**config.mk**
```make
export PLATFORM = sky130hd
export DESIGN_NAME = wdma_desc_sched
export DESIGN_NICKNAME = d
export VERILOG_FILES = /design/src/rtl/wdma_sched_pkg.sv /design/src/rtl/wdma_desc_fifo.sv /design/src/rtl/wdma_desc_sched.sv
export SDC_FILE = /design/constraint.sdc
export NUM_CORES = 1
export LEC_CHECK = 0
export ABC_AREA = 1
export CORE_ASPECT_RATIO = 1.1
export CORE_MARGIN = 2
export CORE_UTILIZATION = 45
export DETAILED_ROUTE_END_ITERATION = 10
export PLACE_DENSITY = 0.66
export SLEW_MARGIN = 10
export SYNTH_ARGS = -nofsm -noshare
export SYNTH_HDL_FRONTEND = slang
export SYNTH_SLANG_ARGS = --single-unit
```
**constraint.sdc**
```tcl
create_clock -name clk -period 9.35 [get_ports clk]
set_clock_uncertainty 0.05 [all_clocks]
set_input_delay 1.87 -clock clk [delete_from_list [all_inputs] [get_ports clk]]
set_output_delay 1.87 -clock clk [all_outputs]
set_load 0.02 [all_outputs]
```
**src/rtl/wdma_sched_pkg.sv**
```systemverilog
// Shared definitions for the write-DMA descriptor scheduler.
// Holds the one-hot scheduler state encoding, the DMA FSM status codes
// and the 40-bit buffer address type used by the scheduler and its queue.
package wdma_sched_pkg;

  localparam int ADDR_W = 40;

  typedef logic [ADDR_W-1:0] addr_t;

  typedef enum logic [3:0] {
    S_IDLE    = 4'b0001,
    S_OFFERED = 4'b0010,
    S_RUN     = 4'b0100,
    S_HALT    = 4'b1000
  } state_t;

  localparam logic [3:0] ST_NEXT         = 4'b0001;
  localparam logic [3:0] ST_NOVALID      = 4'b0010;
  localparam logic [3:0] ST_NOVALID_DONE = 4'b0011;
  localparam logic [3:0] ST_STOP         = 4'b0100;
  localparam logic [3:0] ST_TIMEOUT      = 4'b1000;

  // Codes that stop the FSM and make it drop its next-address latch.
  function automatic logic is_stop_code(input logic [3:0] st);
    return (st == ST_STOP) || (st == ST_TIMEOUT);
  endfunction

endpackage

```
**src/rtl/wdma_desc_fifo.sv**
```systemverilog
// Synchronous DEPTH x 40-bit descriptor queue.
// Ports: clk/rst (sync, active-high flush), push/din write side,
// pop/dout read side (dout shows the head combinationally),
// full/empty/level status derived from the registered occupancy count.
// A push while full is ignored; a pop while empty is ignored.
module wdma_desc_fifo
  import wdma_sched_pkg::*;
#(
  parameter int DEPTH = 4,
  parameter int LVL_W = 3
) (
  input  logic             clk,
  input  logic             rst,
  input  logic             push,
  input  addr_t            din,
  input  logic             pop,
  output addr_t            dout,
  output logic             full,
  output logic             empty,
  output logic [LVL_W-1:0] level
);

  localparam int AW = (DEPTH > 1) ? $clog2(DEPTH) : 1;

  addr_t            mem [DEPTH];
  logic [AW-1:0]    wr_ptr;
  logic [AW-1:0]    rd_ptr;
  logic [LVL_W-1:0] count;
  logic             push_ok;
  logic             pop_ok;

  assign full    = (count == LVL_W'(DEPTH));
  assign empty   = (count == '0);
  assign level   = count;
  assign dout    = mem[rd_ptr];
  assign push_ok = push & ~full;
  assign pop_ok  = pop & ~empty;

  always_ff @(posedge clk) begin
    if (rst) begin
      wr_ptr <= '0;
      rd_ptr <= '0;
      count  <= '0;
    end else begin
      if (push_ok) wr_ptr <= wr_ptr + AW'(1);
      if (pop_ok)  rd_ptr <= rd_ptr + AW'(1);
      case ({push_ok, pop_ok})
        2'b10:   count <= count + LVL_W'(1);
        2'b01:   count <= count - LVL_W'(1);
        default: count <= count;
      endcase
    end
  end

  // Storage carries data only; no reset needed.
  always_ff @(posedge clk) begin
    if (push_ok) mem[wr_ptr] <= din;
  end

endmodule

```
**src/rtl/wdma_desc_sched.sv**
```systemverilog
// Buffer-descriptor scheduler for the PCIe write-DMA FSM.
// Ports:
//   clk, rst, init_rst_i          clock, sync reset, host soft flush
//   desc_wr_i/desc_addr_i/desc_up_addr_i   host descriptor push
//   desc_full_o, desc_level_o, overflow_o  queue status
//   next_wdma_*                   one-cycle offer of the next buffer
//   wdma_running_i/irq_i/status_i FSM progress inputs
//   done_valid_o/addr_o/status_o, done_ack_i, done_lost_o  retirement record
//   halted_o                      scheduler stopped until reset
module wdma_desc_sched
  import wdma_sched_pkg::*;
#(
  parameter int DEPTH = 4,
  parameter int LVL_W = 3
) (
  input  logic             clk,
  input  logic             rst,
  input  logic             init_rst_i,
  input  logic             desc_wr_i,
  input  logic [31:0]      desc_addr_i,
  input  logic [7:0]       desc_up_addr_i,
  output logic             desc_full_o,
  output logic [LVL_W-1:0] desc_level_o,
  output logic             overflow_o,
  output logic [31:0]      next_wdma_addr_o,
  output logic [7:0]       next_wdma_up_addr_o,
  output logic             next_wdma_valid_o,
  input  logic             wdma_running_i,
  input  logic             wdma_irq_i,
  input  logic [3:0]       wdma_status_i,
  output logic             done_valid_o,
  output logic [39:0]      done_addr_o,
  output logic [3:0]       done_status_o,
  input  logic             done_ack_i,
  output logic             done_lost_o,
  output logic             halted_o
);

  state_t state;
  logic   clr;
  logic   irq_d;
  logic   run_d;
  logic   samp_vld;
  logic   irq_rise;
  logic   run_rise;
  logic   offer_pend;
  logic   inflight_vld;
  logic   do_offer;
  logic   retire_en;
  logic   fifo_full;
  logic   fifo_empty;
  addr_t  fifo_head;
  addr_t  offer_addr;
  addr_t  inflight_addr;

  assign clr      = rst | init_rst_i;
  assign irq_rise = wdma_irq_i & ~irq_d;
  assign run_rise = wdma_running_i & ~run_d;
  assign halted_o = (state == S_HALT);
  assign desc_full_o = fifo_full;

  // No new offer in a status-sample cycle: that cycle may halt the
  // scheduler or free the offer slot, and popping then would lose a
  // descriptor or collide with the slot update.
  assign do_offer = ~offer_pend & ~fifo_empty & (state != S_HALT) & ~samp_vld;

  wdma_desc_fifo #(
    .DEPTH(DEPTH),
    .LVL_W(LVL_W)
  ) u_fifo (
    .clk  (clk),
    .rst  (clr),
    .push (desc_wr_i),
    .din  ({desc_up_addr_i, desc_addr_i}),
    .pop  (do_offer),
    .dout (fifo_head),
    .full (fifo_full),
    .empty(fifo_empty),
    .level(desc_level_o)
  );

  // Retirement only happens in RUN with a buffer actually in flight.
  always_comb begin
    retire_en = 1'b0;
    if ((state == S_RUN) && samp_vld && inflight_vld) begin
      case (wdma_status_i)
        ST_NEXT, ST_NOVALID_DONE, ST_STOP, ST_TIMEOUT: retire_en = 1'b1;
        default:                                       retire_en = 1'b0;
      endcase
    end
  end

  always_ff @(posedge clk) begin
    if (clr) begin
      state               <= S_IDLE;
      irq_d               <= 1'b0;
      run_d               <= 1'b0;
      samp_vld            <= 1'b0;
      offer_pend          <= 1'b0;
      inflight_vld        <= 1'b0;
      overflow_o          <= 1'b0;
      next_wdma_valid_o   <= 1'b0;
      next_wdma_addr_o    <= '0;
      next_wdma_up_addr_o <= '0;
      done_valid_o        <= 1'b0;
      done_addr_o         <= '0;
      done_status_o       <= '0;
      done_lost_o         <= 1'b0;
    end else begin
      // Status lags irq by one cycle, so sample it the cycle after the rise.
      irq_d             <= wdma_irq_i;
      run_d             <= wdma_running_i;
      samp_vld          <= irq_rise;
      next_wdma_valid_o <= 1'b0;

      if (desc_wr_i && fifo_full) overflow_o <= 1'b1;

      if (do_offer) begin
        offer_pend          <= 1'b1;
        offer_addr          <= fifo_head;
        next_wdma_addr_o    <= fifo_head[31:0];
        next_wdma_up_addr_o <= fifo_head[39:32];
        next_wdma_valid_o   <= 1'b1;
      end

      // A same-cycle ack makes room for the new record, so no loss.
      if (retire_en) begin
        done_valid_o  <= 1'b1;
        done_addr_o   <= inflight_addr;
        done_status_o <= wdma_status_i;
        if (done_valid_o && !done_ack_i) done_lost_o <= 1'b1;
      end else if (done_ack_i) begin
        done_valid_o <= 1'b0;
      end

      case (state)
        S_IDLE: begin
          if (samp_vld) begin
            state      <= S_HALT;
            offer_pend <= 1'b0;
          end else if (offer_pend) begin
            if (run_rise) begin
              inflight_addr <= offer_addr;
              inflight_vld  <= 1'b1;
              offer_pend    <= 1'b0;
              state         <= S_RUN;
            end else begin
              state <= S_OFFERED;
            end
          end
        end
        S_OFFERED: begin
          if (samp_vld && ((wdma_status_i == ST_NOVALID) || is_stop_code(wdma_status_i))) begin
            state      <= S_HALT;
            offer_pend <= 1'b0;
          end else if (run_rise) begin
            inflight_addr <= offer_addr;
            inflight_vld  <= 1'b1;
            offer_pend    <= 1'b0;
            state         <= S_RUN;
          end
        end
        S_RUN: begin
          if (samp_vld) begin
            case (wdma_status_i)
              ST_NEXT: begin
                inflight_addr <= offer_addr;
                inflight_vld  <= offer_pend;
                offer_pend    <= 1'b0;
              end
              ST_NOVALID_DONE, ST_STOP, ST_TIMEOUT: begin
                inflight_vld <= 1'b0;
                offer_pend   <= 1'b0;
                state        <= S_HALT;
              end
              default: ;
            endcase
          end
        end
        S_HALT:  ;
        default: state <= S_IDLE;
      endcase
    end
  end

endmodule

```
# Yosys cells after proc, flatten, opt, wreduce, memory -nomap -nowiden
# Memories as Yosys holds them, arrays and structs flattened. A register that Yosys moved wholly into a read port is not among the register bits.
# Index checks and enable logic that the tools add are counted.
[word_totals] mem_count=1 mem_bits_rw=160 register_bits=184 wordCells=121 input_bits=51
[mem_list] memory="u_fifo.mem" words=4 word_bits=40 rd=1 rd_ports_with_merged_regs=1 write_ports=1 line_no="wdma_desc_fifo.sv:25" rtl="addr_t mem [DEPTH];"
[classes] mux=40 eq_ne=22 n_reduce_logical=19 n_addsub=4 n_bitwise=16
[op_table] cell="2-to-1 mux 40 bit" n=6
[op_table] cell="one-hot mux 40 bit (3 select lines)" n=1
[op_table] cell="2-to-1 mux 4 bit" n=6
[op_table] cell="2-to-1 mux 1 bit" n=19
[op_table] cell="one-hot mux 4 bit (4 select lines)" n=1
[op_table] cell="equality test 4 x 2 -> 1 bit, second input constant" n=3
[op_table] cell="equality test 4 x 1 -> 1 bit, second input constant" n=2
[op_table] cell="equality test 4 x 3 -> 1 bit, second input constant" n=2
[op_table] cell="equality test 4 bit, second input constant" n=2
[op_table] cell="inequality test 2 bit, second input constant" n=4
[op_table] cell="NOT 1 bit" n=8
[op_table] cell="bitwise AND 1 bit" n=7
[op_table] cell="AND reduction 7 bit" n=1
[op_table] cell="inequality test 3 bit, second input constant" n=2
[op_table] cell="one-hot mux 1 bit (3 select lines)" n=2
[op_table] cell="one-hot mux 3 bit (2 select lines)" n=1
[op_table] cell="AND reduction 6 bit" n=1
[op_table] cell="logical AND 1 bit" n=5
[op_table] cell="AND reduction 5 bit" n=1
[op_table] cell="adder 2 x 1 -> 2 bit, second input constant" n=2
[op_table] cell="2-to-1 mux 2 bit" n=2
[op_table] cell="inequality test 2 x 1 -> 1 bit, second input constant" n=2
[op_table] cell="inequality test 4 bit, second input constant" n=1
[op_table] cell="AND reduction 2 bit" n=2
[op_table] cell="other kinds (16)" n=18

# Depth between registers and ports, before layout
[logic_depth] ltp_word=10 depth_mapped=12 depth_no_buf=11

# Modules after synthesis
# Synthesis repeated with hierarchy kept, for this count alone.
[hier_totals] cells_unflattened=1032 area_unflattened_um2=12791.0
[modules_own_cells] mod="wdma_desc_fifo" instances=1 seq_area_each_um2=4984.8 cells_each=457 area_per_inst_um2=6556.3
[modules_own_cells] mod="wdma_desc_sched" instances=1 seq_area_each_um2=4344.2 cells_each=575 area_per_inst_um2=6234.7

# Worst setup path before layout
# No wires, ideal clock.
[synth_path] path_kind="input-to-reg" start="input init_rst_i" end="register inflight_addr[0] (enable)" setup_slack_ps=3643 path_buffers=1 setup_time_ps=487 arrival_time_ps=5170 stages=4 cell_sequence="nor2_1 inv_1 clkbuf_1 nor3_1"
[synth_via] elab_chain_len=3
[synth_rtl] item="start, declared" line_no="wdma_desc_sched.sv:18" rtl="input logic init_rst_i,"
[synth_rtl] item="bitwise OR 1 bit" line_no="wdma_desc_sched.sv:56" rtl="assign clr = rst | init_rst_i;"
[synth_rtl] item="NOT 1 bit (no source line)"
[synth_rtl] item="AND reduction 7 bit (no source line)"
[synth_rtl] item="end signal, assigned" line_no="wdma_desc_sched.sv:143" rtl="inflight_addr <= offer_addr;"
[synth_rtl] item="end signal, assigned" line_no="wdma_desc_sched.sv:157" rtl="inflight_addr <= offer_addr;"
[synth_rtl] item="end signal, assigned" line_no="wdma_desc_sched.sv:167" rtl="inflight_addr <= offer_addr;"
[synth_rtl] item="end, declared" line_no="wdma_desc_sched.sv:54" rtl="addr_t inflight_addr;"
# Every way passes these cells.
# A chain may end at the register's enable or synchronous reset.

# Worst setup path in the final report
[layout_path] start="input init_rst_i" end="register offer_addr[22] (enable)"
[layout_via] elab_chain_len=3
[layout_rtl] item="bitwise OR 1 bit" line_no="wdma_desc_sched.sv:56"
[layout_rtl] item="NOT 1 bit (no source line)"
[layout_rtl] item="AND reduction 2 bit (no source line)"
[layout_rtl] item="end signal, assigned" line_no="wdma_desc_sched.sv:120" rtl="offer_addr <= fifo_head;"
[layout_rtl] item="end, declared" line_no="wdma_desc_sched.sv:53" rtl="addr_t offer_addr;"
# Every way passes these cells.

==> flow_metrics.env <==
export IMPL_status="completed"
export IMPL_fin_cells=1528
export IMPL_power_frac_comb=0.067
export IMPL_dieArea_mm2=0.0290
export IMPL_clockBufferDepth=3
export IMPL_pwr_share_seq=0.530
export IMPL_io_buffers=143
export IMPL_setup_tns_final_ns=0
export IMPL_clk_pin_slew_worst_paths_ns=0.06
export IMPL_ant_nets=0
export IMPL_io_pins=144
export IMPL_leakagePower_uw=0.00520
export IMPL_worstPathBufferInverterCount=4
export IMPL_crit_chain="clkdlybuf4s50_1 > nor2_4 > buf_4 > inv_2 > buf_4 > nor2_4"
export IMPL_gp_congestion=0.813
export IMPL_finalSetupViolCount=0
export IMPL_die_w_um=163
export IMPL_start_kind="input port"
export IMPL_drt_iter0_markers=589
export IMPL_r2r_start="state[2]"
export IMPL_rrSetupSlack_ns=6.72
export IMPL_tightest_slew_ns=1.00
export IMPL_fin_nets=1204
export IMPL_initial_core_util=0.460
export IMPL_fmax_mhz=248
export IMPL_grtUsageTotal=0.175
export IMPL_numCtsBuffers=34
export IMPL_synth_flop_cell="edfxtp_1"
export IMPL_cp_max_fo=56
export IMPL_period_needed_ns=4.03
export IMPL_post_drt_via_cell_ratio=5.09
export IMPL_switching_share=0.216
export IMPL_layout_commonest_cell="edfxtp_1"
export IMPL_cp_depth=6
export IMPL_finalPower_uw=3220
export IMPL_grtUsageMet1=0.252
export IMPL_slew_limit_headroom=0.330
export IMPL_slowest_stage="nor2_4"
export IMPL_synth_async_reset_ratio=0
export IMPL_use_met2=0.274
export IMPL_hold_violations=0
export IMPL_dr_total_vias=7777
export IMPL_syn_cell_area_mm2=0.0125
export IMPL_drc=0
export IMPL_dp_hpwl_um=15900
export IMPL_cts_sinks=346
export IMPL_worstPathArrival_ns=4.09
export IMPL_synth_warnings=0
export IMPL_r2r_end="u_fifo.level[2]"
export IMPL_yosysUniqueCellTypes=28
export IMPL_drv_cap=0
export IMPL_hp_class="reg -> reg"
export IMPL_cp_required_ns=9.41
export IMPL_place_ws_ns=4.77
export IMPL_final_period_utilization=0.431
export IMPL_critPathKind="in -> reg"
export IMPL_dp_cells=1468
export IMPL_setup_ws_ns=5.32
export IMPL_clkPwrFrac=0.403
export IMPL_antenna_found_initial=0
export IMPL_cellPowerDensity_mw_per_mm2=211
export IMPL_post_cts_buffers=0
export IMPL_routed_wl_um=25600
export IMPL_synth_seq_cells=346
export IMPL_top_usage_layer="met2"
export IMPL_synthCells=1012
export IMPL_grt_ovfl_total=0
export IMPL_final_cell_mix="edfxtp_1 (240), nor2_1 (186), clkdlybuf4s50_1 (143), o21ai_0 (132), dfxtp_1 (104)"
export IMPL_p_sw_uw=696
export IMPL_reg2reg_depth=11
export IMPL_seq_area_frac_synth=0.748
export IMPL_crit_path_start="init_rst_i"
export IMPL_drtPass1Iterations=5
export IMPL_cp_top_family="buffers and inverters"
export IMPL_core_mm2=0.0271
export IMPL_synth_nets=1069
export IMPL_worst_skew_pair_late_latency_ns=0.51
export IMPL_drv_slew=0
export IMPL_num_rows=63
export IMPL_layout_drive_gt1_share=0.0751
export IMPL_clockRootBuffer="clkbuf_16"
export IMPL_grt_start_max_net_pins=82
export IMPL_avgSynthCellArea_um2=12.3
export IMPL_h_tree_depth=2
export IMPL_internal_power_uw=2520
export IMPL_wl_per_cell_um=16.7
export IMPL_area_delta_synth_final_pct=22.5
export IMPL_grt_pass1_wl_um=39300
export IMPL_post_cts_resized=0
export IMPL_ir_drop_v=0.000143
export IMPL_synth_edff_count=240
export IMPL_crit_path_max_incr_delay_ns=0.86
export IMPL_met3_usage=0.0295
export IMPL_num_antenna_cells=0
export IMPL_grt_pass1_vias=7214
export IMPL_cp_end_kind="flop"
export IMPL_ctsHoldBuffers=0
export IMPL_cts_tree="yes"
export IMPL_endpoint="offer_addr[22]"
export IMPL_rsz0062_at_grt="no"
export IMPL_die_h_um=179
## registers in the layout, summed over array words and instances (netlist names), named ones only
register and cells:
u_fifo.rd_ptr 2, irq_d 1, next_wdma_addr_o 32, inflight_vld 1
state 4, done_addr_o 40, done_status_o 4, done_lost_o 1
overflow_o 1, done_valid_o 1, next_wdma_valid_o 1, u_fifo.wr_ptr 2
next_wdma_up_addr_o 8, offer_addr 40, inflight_addr 40, u_fifo.mem 160
u_fifo.level 3, offer_pend 1, run_d 1, samp_vld 1
## cell type report
cell class,count,area (um2)
repair buffers,156,1530
clock buffers,47,941
clock inverters,13,123
multi-input cells,572,2760
fillers,2267,11800
flip-flops and latches,346,9330
inverters,37,139
well taps,357,447
## cells in the mapped netlist (8+ instances only)
cell type,instances,area share
buf_6,8,0.0072
buf_2,8,0.0032
inv_1,35,0.011
nand2_2,9,0.0045
nand3_1,60,0.024
o22ai_1,40,0.020
nor2_1,192,0.058
clkbuf_1,37,0.011
nand2_1,65,0.020
dfxtp_1,106,0.17
edfxtp_1,240,0.58
a21oi_1,54,0.022
o21ai_0,132,0.053
## cell families (layout without fill, tap and decap cells)
family | count (synthesis) | in the layout | share of synthesized area
flip-flops | 346 | 346 | 0.748
buffers and inverters | 94 | 253 | 0.0339
adder cells (fa/ha/maj) | 6 | 6 | 0.00662
AO/OA/AOI/OAI | 228 | 228 | 0.0967
AND/OR/NAND/NOR | 338 | 338 | 0.114
## through the flow
stage          hold slack [ns]   util  instance area [um2]
2_1_floorplan            0.323      -                12500
3_3_place_gp             0.337  0.524                14200
3_5_place_dp             0.336  0.524                14200
4_1_cts                  0.348  0.563                15300
5_1_grt                  0.363  0.563                15300
6_report                 0.347  0.563                15300
## metal layers
metal / share of wire / routed length [um] / vias to the layer above
met1: 0.45 / 11600 / 3690
met4: 0.022 / 569 / 0
met5: 0 / 0 / -
met2: 0.47 / 12000 / 208
li1: - / - / 3846
met3: 0.053 / 1370 / 33
## worst min path at each step
stage / start / to / slack [ns] / cells past startpoint
2_1_floorplan: irq_d / samp_vld / 0.32 / 1
3_3_place_gp: irq_d / samp_vld / 0.34 / 1
3_5_place_dp: irq_d / samp_vld / 0.34 / 1
4_1_cts: irq_d / samp_vld / 0.35 / 1
5_1_grt: irq_d / samp_vld / 0.36 / 1
6_report: irq_d / samp_vld / 0.35 / 1
## power groups by stage
stage | logic, uW | registers (uW) | clock network (uW)
after floorplan | 110 | 1750 | 0
after global routing | 241 | 1710 | 1390
after detailed placement | 217 | 1740 | 0
final | 217 | 1710 | 1300
after CTS | 218 | 1710 | 1320
after global placement | 215 | 1740 | 0
(Power assumes the default switching activity.)
